$ cat config.mk
export PLATFORM = sky130hd
export DESIGN_NAME = fifo_flex
export DESIGN_NICKNAME = d
export VERILOG_FILES = /design/src/rtl/fifo_pkg.sv /design/src/rtl/fifo_fwft_stage.sv /design/src/rtl/sync_dual_port_ram.sv /design/src/rtl/fifo_flex.sv
export SDC_FILE = /design/constraint.sdc
export NUM_CORES = 1
export LEC_CHECK = 0
export ABC_AREA = 1
export CAP_MARGIN = 20
export CORE_UTILIZATION = 64
export DETAILED_ROUTE_END_ITERATION = 12
export PLACE_DENSITY = 0.91
export RECOVER_POWER = 100
export SETUP_SLACK_MARGIN = 0.02
export SLEW_MARGIN = 20
export SYNTH_ARGS = -nofsm -noshare
export SYNTH_HDL_FRONTEND = slang
export SYNTH_SLANG_ARGS = --single-unit
$ cat constraint.sdc
create_clock -name clk -period 4.85 [get_ports clk]
set_input_delay 0.485 -clock clk [delete_from_list [all_inputs] [get_ports clk]]
set_output_delay 0.485 -clock clk [all_outputs]
set_load 0.02 [all_outputs]
$ cat src/rtl/fifo_pkg.sv
// Shared definitions for the flexible FIFO: FWFT output-stage state encoding
// and the occupancy-count width helper.
package fifo_pkg;

    localparam logic [1:0] ST_EMPTY    = 2'd0;
    localparam logic [1:0] ST_PREFETCH = 2'd1;
    localparam logic [1:0] ST_VALID    = 2'd2;

    // A count must represent 0..DEPTH inclusive.
    function automatic int count_width(input int depth);
        return $clog2(depth) + 1;
    endfunction

endpackage

$ cat src/rtl/fifo_fwft_stage.sv
// First-word-fall-through output stage controller. The RAM's held read
// register acts as the stage data register; this block decides when to fetch.
module fifo_fwft_stage
    import fifo_pkg::*;
(
    input  logic clk,
    input  logic reset,
    input  logic clear,
    input  logic ram_empty,
    input  logic pop,
    output logic fetch,
    output logic valid
);

    logic [1:0] state;
    logic [1:0] state_next;

    always_comb begin
        fetch      = 1'b0;
        state_next = state;
        case (state)
            ST_EMPTY: begin
                if (!ram_empty) begin
                    fetch      = 1'b1;
                    state_next = ST_PREFETCH;
                end
            end
            ST_PREFETCH: begin
                state_next = ST_VALID;
            end
            ST_VALID: begin
                // Refill on the same edge as the pop so back-to-back pops see no bubble.
                if (pop) begin
                    if (!ram_empty) begin
                        fetch = 1'b1;
                    end else begin
                        state_next = ST_EMPTY;
                    end
                end
            end
            default: begin
                state_next = ST_EMPTY;
            end
        endcase
        if (clear) begin
            fetch      = 1'b0;
            state_next = ST_EMPTY;
        end
    end

    always_ff @(posedge clk or negedge reset) begin
        if (!reset) begin
            state <= ST_EMPTY;
        end else begin
            state <= state_next;
        end
    end

    assign valid = (state == ST_VALID);

endmodule

$ cat src/rtl/sync_dual_port_ram.sv
// Simple dual-port block RAM: one synchronous write port, one registered read
// port whose output holds while read_en is low.
module sync_dual_port_ram #(
    parameter int ADDRESS_WIDTH = 4,
    parameter int DATA_WIDTH    = 8
) (
    input  logic                     clk,
    input  logic                     write_en,
    input  logic [ADDRESS_WIDTH-1:0] write_address,
    input  logic [DATA_WIDTH-1:0]    write_data,
    input  logic                     read_en,
    input  logic [ADDRESS_WIDTH-1:0] read_address,
    output logic [DATA_WIDTH-1:0]    read_data
);

    logic [DATA_WIDTH-1:0] mem [0:(2**ADDRESS_WIDTH)-1];

    always_ff @(posedge clk) begin
        if (write_en) begin
            mem[write_address] <= write_data;
        end
        if (read_en) begin
            read_data <= mem[read_address];
        end
    end

endmodule

$ cat src/rtl/fifo_flex.sv
// Parametrised single-clock FIFO over block RAM with occupancy count,
// threshold flags, sticky error flags, synchronous flush and optional FWFT.
module fifo_flex
    import fifo_pkg::*;
#(
    parameter int ADDRESS_WIDTH      = 4,
    parameter int DATA_WIDTH         = 8,
    parameter int ALMOST_FULL_LEVEL  = (2 ** ADDRESS_WIDTH) - 2,
    parameter int ALMOST_EMPTY_LEVEL = 2,
    parameter int FWFT               = 0
) (
    input  logic                    clk,
    input  logic                    reset,
    input  logic                    clear,
    input  logic                    write,
    input  logic [DATA_WIDTH-1:0]   write_data,
    input  logic                    read,
    output logic [DATA_WIDTH-1:0]   read_data,
    output logic                    read_valid,
    output logic                    empty,
    output logic                    full,
    output logic                    almost_full,
    output logic                    almost_empty,
    output logic [ADDRESS_WIDTH:0]  count,
    output logic                    overflow,
    output logic                    underflow
);

    localparam int DEPTH = 2 ** ADDRESS_WIDTH;
    localparam int CW    = count_width(DEPTH);

    localparam logic [CW-1:0] DEPTH_C  = CW'(DEPTH);
    localparam logic [CW-1:0] AF_LEVEL = CW'(ALMOST_FULL_LEVEL);
    localparam logic [CW-1:0] AE_LEVEL = CW'(ALMOST_EMPTY_LEVEL);

    logic [ADDRESS_WIDTH:0] wr_ptr;
    logic [ADDRESS_WIDTH:0] rd_ptr;
    logic [ADDRESS_WIDTH:0] wr_ptr_next;
    logic [ADDRESS_WIDTH:0] rd_ptr_next;
    logic [CW-1:0]          count_next;
    logic                   wr_acc;
    logic                   rd_acc;
    logic                   fetch;

    assign wr_acc = write & ~full & ~clear;
    assign rd_acc = read & ~empty & ~clear;

    assign wr_ptr_next = wr_ptr + {{ADDRESS_WIDTH{1'b0}}, wr_acc};
    assign rd_ptr_next = rd_ptr + {{ADDRESS_WIDTH{1'b0}}, fetch};

    always_comb begin
        count_next = count;
        if (wr_acc && !rd_acc) begin
            count_next = count + CW'(1);
        end else if (!wr_acc && rd_acc) begin
            count_next = count - CW'(1);
        end
    end

    always_ff @(posedge clk or negedge reset) begin
        if (!reset) begin
            wr_ptr       <= '0;
            rd_ptr       <= '0;
            count        <= '0;
            full         <= 1'b0;
            almost_full  <= 1'b0;
            almost_empty <= 1'b1;
            overflow     <= 1'b0;
            underflow    <= 1'b0;
        end else if (clear) begin
            wr_ptr       <= '0;
            rd_ptr       <= '0;
            count        <= '0;
            full         <= 1'b0;
            almost_full  <= 1'b0;
            almost_empty <= 1'b1;
            overflow     <= 1'b0;
            underflow    <= 1'b0;
        end else begin
            wr_ptr       <= wr_ptr_next;
            rd_ptr       <= rd_ptr_next;
            count        <= count_next;
            full         <= (count_next == DEPTH_C);
            almost_full  <= (count_next >= AF_LEVEL);
            almost_empty <= (count_next <= AE_LEVEL);
            if (write && full) begin
                overflow <= 1'b1;
            end
            if (read && empty) begin
                underflow <= 1'b1;
            end
        end
    end

    sync_dual_port_ram #(
        .ADDRESS_WIDTH (ADDRESS_WIDTH),
        .DATA_WIDTH    (DATA_WIDTH)
    ) u_ram (
        .clk           (clk),
        .write_en      (wr_acc),
        .write_address (wr_ptr[ADDRESS_WIDTH-1:0]),
        .write_data    (write_data),
        .read_en       (fetch),
        .read_address  (rd_ptr[ADDRESS_WIDTH-1:0]),
        .read_data     (read_data)
    );

    generate
        if (FWFT != 0) begin : g_fwft
            logic ram_empty;
            logic stage_valid;

            // In FWFT mode the storage pointers exclude the word held in the output stage.
            assign ram_empty = (wr_ptr == rd_ptr);

            fifo_fwft_stage u_stage (
                .clk       (clk),
                .reset     (reset),
                .clear     (clear),
                .ram_empty (ram_empty),
                .pop       (rd_acc),
                .fetch     (fetch),
                .valid     (stage_valid)
            );

            assign empty      = ~stage_valid;
            assign read_valid = stage_valid;
        end else begin : g_std
            assign fetch = rd_acc;

            always_ff @(posedge clk or negedge reset) begin
                if (!reset) begin
                    empty      <= 1'b1;
                    read_valid <= 1'b0;
                end else if (clear) begin
                    empty      <= 1'b1;
                    read_valid <= 1'b0;
                end else begin
                    empty      <= (wr_ptr_next == rd_ptr_next);
                    read_valid <= rd_acc;
                end
            end
        end
    endgenerate

endmodule
Word level (Yosys, flattened, before mapping)
Memory sizes are Yosys's and may differ from the RTL's. A register that Yosys moved wholly into a read port is not among the register bits.
Index checks and enable logic that the tools add are counted.
{ "word_totals": {"ff_bits": 22, "ram_bits": 128, "output_inout_bits": 20, "word_cells": 50, "n_memories": 1} }
{ "mem_list": {"columns": ["name", "depth", "width", "read_ports", "rd_clocked_by_memory_dff", "write_ports", "line", "source"], "rows": [
  ["u_ram.mem", 16, 8, 1, 1, 1, "sync_dual_port_ram.sv:16", "logic [DATA_WIDTH-1:0] mem [0:(2**ADDRESS_WIDTH)-1];"]
]} }
{ "op_classes": {"n_addsub": 4, "n_lt_le_gt_ge": 2, "n_eq_ne": 2, "n_mux": 16, "bitwise": 7, "n_reduce_logical": 8} }
{ "op_table": {"columns": ["op", "count"], "rows": [
  ["$mux 5", 5],
  ["$mux 1", 11],
  ["$add 5x1->5", 2],
  ["$add 5x1->5 const B", 1],
  ["$eq 5x5->1", 1],
  ["$eq 5x5->1 const B", 1],
  ["$ge 5x4->1 const B", 1],
  ["$le 5x2->1 const B", 1],
  ["$sub 5x1->5 const B", 1],
  ["$and 1x1->1", 4],
  ["$logic_and 1x1->1", 4],
  ["$reduce_bool 2->1", 2],
  ["$not 1->1", 3],
  ["$logic_not 1->1", 2]
]} }

Longest topological paths before layout
{ "depth": {"depth_word": 9, "ltp_mapped": 13, "mapped_depth_nobuf": 13} }

Cells and area by module
Synthesis repeated with hierarchy kept, for this count alone.
{ "hier_totals": {"cells_unflattened": 708, "hier_area_um2": 7146.9} }
{ "modules_own_cells": {"columns": ["mod", "instances", "cells_per_inst", "area_each_um2", "seq_area_each_um2"], "rows": [
  ["sync_dual_port_ram", 1, 551, 5846.9, 4083.9],
  ["fifo_flex", 1, 157, 1300.0, 553.0]
]} }

Worst setup path after synthesis
OpenSTA, ideal clock, no wires.
{ "synth_timing": {"path_type": "input port to flip-flop", "startpoint": "in clear", "endpoint": "reg empty", "setup_time_ns": 0.079, "t_arrival_ns": 1.967, "required_time_ns": 4.771, "path_slack_ns": 2.804, "cell_stages": 11, "path_cell_list": "buf_6 nor3_4 nand2_2 inv_1 ha_1 nand3_1 xor2_1 xor2_1 nor2_1 nand2_1 nand2_1"} }
{ "synth_via": {"elab_chain_cells": 5, "word_cells_on_any_way": 7} }
{ "synth_lines": {"columns": ["item", "line", "source"], "rows": [
  ["start, declared", "fifo_flex.sv:14", "input logic clear,"],
  ["$not 1->1", "fifo_flex.sv:46", "assign rd_acc = read & ~empty & ~clear;"],
  ["$and 1x1->1", "fifo_flex.sv:46", null],
  ["named net fetch", "fifo_flex.sv:43", "logic fetch;"],
  ["$add 5x1->5", "fifo_flex.sv:49", "assign rd_ptr_next = rd_ptr + {{ADDRESS_WIDTH{1'b0}}, fetch};"],
  ["$eq 5x5->1", "fifo_flex.sv:139", "empty <= (wr_ptr_next == rd_ptr_next);"],
  ["$mux 1", "fifo_flex.sv:135", "end else if (clear) begin"],
  ["end signal, assigned", "fifo_flex.sv:139", null],
  ["end, declared", "fifo_flex.sv:20", "output logic empty,"]
]} }
The timed path passes the listed nets, and every way through them passes these cells.
A chain may end at the register's enable or synchronous reset.

==> out/metrics.cfg <==
[clocking]
cts_root_buf = clkbuf_8
clk_pin_slew_worst_paths_ns = 0.06
cts_tree = built
cts.sinks = 158
clk_latency_ns = 0.53
clock_path_buffers = 2
cts_buffers = 17
cts_max_level = 4

[sta]
report.final.slew_viol_count = 78
layout_setup_ws_ns = 1.31
fin_tns_setup_ns = 0
tightest_slew_ns = 1.89
hold_ws_ns = 0.519
period_needed_ns = 3.54
setup_viol = 0
max_freq_mhz = 282
finClkSkew_ns = 0.00820
rsz0062_at_grt = false
slew_headroom_pct = -26.1
hold_viol = 0
fin_crit_sh_pct = 73.0

[yosys]
yosysTopAreaCell = edfxtp_1
ys_seq_area_share_pct = 70.9
yosys-top-cells-area = edfxtp_1 62%, dfrtp_1 7.7%, nor2_1 5.8%
netlist.area_leader.share_pct = 62.4
synth_nets = 557
synth_cells = 539
synthesis.area_sq_mm = 0.00654
ys_seq_elements = 158
synth_cell_types = 29
ys_warn_count = 0
avgSynthCellArea_sq_um = 12.1

[min_path]
hp-class = reg2reg
holdPathStages = 2

[power]
switching_share_pct = 21.6
p_clk_share_pct = 41.4
p_sw_mw = 0.614
internal-power_mw = 2.23
p_comb_share_pct = 5.4
p_leak_nw = 2.68
design_power_total_mw = 2.84
p_seq_share_pct = 53.2
peakVddDrop_mv = 0.244
power_density_mw_per_mm2 = 383

[global_route]
grtUsageMet1_pct = 38.4
grtUsageMet2_pct = 48.9
grt_pass1_vias = 4441
track_usage_pct = 30.2
met3_usage_pct = 7.73
grt_max_degree = 66
grt-ovfl-total = 0
grt.busiest_layer = met2
antenna_found_initial = 0
grt_pass1_wl_mm = 22.6

[run]
maxCapViolCount = 2

[status]
outcome = finished with violations
violations = max-capacitance violations, max-slew violations

[floorplan]
die_x_microns = 103
core-area_sq_mm = 0.00982
die_height_microns = 103
start_util_pct = 66.6
rows = 36
ios = 33
die_area_sq_mm = 0.0106

[routing]
via_count = 4493
drt_first_pass_iters = 5
wl_per_cell_microns = 20.6
drc = 0
routed_wl_mm = 14.7
postRouteAntennaNets = 0
drt_iter0_markers = 512
viasPerCell = 6.31

[setup_path]
crit_chain = inv_1 -> o21ai_0 -> o221ai_1 -> nand3_1 -> nand2_1
crit_fanout = 65
max_stage_delay_ns = 1.13
critPathTopFamily = buffers and inverters
critPathCaptureType = flip-flop
crit_buf_inv = 1
crit_arrival_ns = 3.81
cp-start-kind = flip-flop
crit_required_ns = 5.12
cp_num_cells = 5
critPathKind = reg2reg
rr_worst_depth = 5
slowest_stage = inv_1

[cells_and_area]
final_common_cell = edfxtp_1
ff_latch_area_sq_mm = 0.00464
fin_nets = 584
diodes = 0
final_area_sq_mm = 0.00741
multiInputGateArea_sq_mm = 0.00165
area_delta_synth_final_pct = 13.2
fillerInstances = 605
drive_gt1_share_pct = 6.74
layout_common_cells = 136 x edfxtp_1, 104 x nor2_1, 65 x nand2_1

[place]
place_area_sq_mm = 0.00692
dp_slack_ns = 1.55
io_buffers = 32
post-dp-hpwl_mm = 8.56
place.gp.congestion = 0.912

==> final cells by class <==
type                    instances  share of cell area [%]
well taps                     133                    2.25
flip-flops and latches        158                    62.6
clock inverters                 6                   0.439
clock buffers                  26                    6.59
inverters                      26                    1.32
repair buffers                 35                    4.58
multi-input cells             328                    22.2
==> synth_stat cells <==
| master | number |
|---|---|
| nor2_1 | 101 |
| dfrtp_1 | 20 |
| nor2_2 | 1 |
| nor2_4 | 3 |
| o21ai_1 | 1 |
| nor3_4 | 1 |
| o211ai_1 | 10 |
| nand3b_1 | 3 |
| ha_1 | 5 |
| nand2_1 | 63 |
| clkinv_1 | 1 |
| xnor2_1 | 1 |
| nand3_1 | 24 |
| xor2_1 | 7 |
| nand4_1 | 2 |
| clkbuf_1 | 14 |
| dfstp_2 | 2 |
| buf_6 | 1 |
| nand2_2 | 7 |
| o221ai_1 | 20 |
| buf_4 | 1 |
| o21ai_0 | 62 |
| edfxtp_1 | 136 |
| a21oi_1 | 5 |
| inv_2 | 4 |
| o22ai_1 | 11 |
| buf_2 | 11 |
| nand3_4 | 1 |
| inv_1 | 21 |
==> metal layers <==
layer | wire length (microns) | vias up | share of wire (%)
li1 | - | 1986 | -
met1 | 5470 | 2163 | 37
met2 | 7490 | 294 | 51
met3 | 1270 | 50 | 8.7
met4 | 460 | 0 | 3.1
met5 | 0 | - | 0
==> path summary, 6_finish.rpt <==
check	from	end	slack [ns]
max reg2reg	rd_ptr[0]$_DFF_PN0_	u_ram.read_data[1]$_DFFE_PP_	1.31
max	rd_ptr[0]$_DFF_PN0_	u_ram.read_data[1]$_DFFE_PP_	1.31
max in group asynchronous	reset	rd_ptr[1]$_DFF_PN0_	3.47
min reg2reg	overflow$_DFFE_PN0P_	overflow$_DFFE_PN0P_	0.52
min in group asynchronous	reset	count[1]$_DFF_PN0_	0.69
min	overflow$_DFFE_PN0P_	overflow$_DFFE_PN0P_	0.52
==> metrics by stage <==
stage | utilization [%] | instances
2_1_floorplan | - | 539
3_3_place_gp | 70.5 | 679
3_5_place_dp | 70.5 | 679
4_1_cts | 75.8 | 711
5_1_grt | 75.4 | 712
6_report | 75.4 | 712
==> flip-flops by register name, indices dropped and copies added (netlist names) <==
signal           count
u_ram.mem          128
u_ram.read_data      8
count                5
rd_ptr               5
wr_ptr               5
almost_empty         1
almost_full          1
empty                1
full                 1
overflow             1
read_valid           1
underflow            1
==> tightest hold or removal path: stages, from the launching register on <==
cell and delay, ns:
dfrtp_1 0.35, a21oi_1 0.05, nor2_1 0.08
==> power by group through the flow <==
| stage | Clock, mW | Sequential, mW | Combinational (mW) |
|---|---|---|---|
| global route | 1.23 | 1.51 | 0.168 |
| CTS | 1.18 | 1.51 | 0.159 |
| detailed placement | 0 | 1.54 | 0.157 |
| global placement | 0 | 1.54 | 0.149 |
| finish | 1.18 | 1.51 | 0.153 |
| floorplan | 0 | 1.54 | 0.0849 |
==> cell families after synthesis <==
logic type,synth area share (%)
adders and majority gates,0.956
xor gates and xnor gates,1.07
buffers and inverters,3.42
DFF,70.9
AOI/OAI and AO/OA,10.1
and+or+nand+nor,13.6
==> what timing repair did <==
item | in CTS | in global routing
hold endpoints to repair | 0 | 20
gates resized for setup | 0 | 0
hold buffers | 0 | 1
setup buffers | 0 | 0
setup endpoints to repair | 0 | 0
Power figures use the tool's default switching activity.
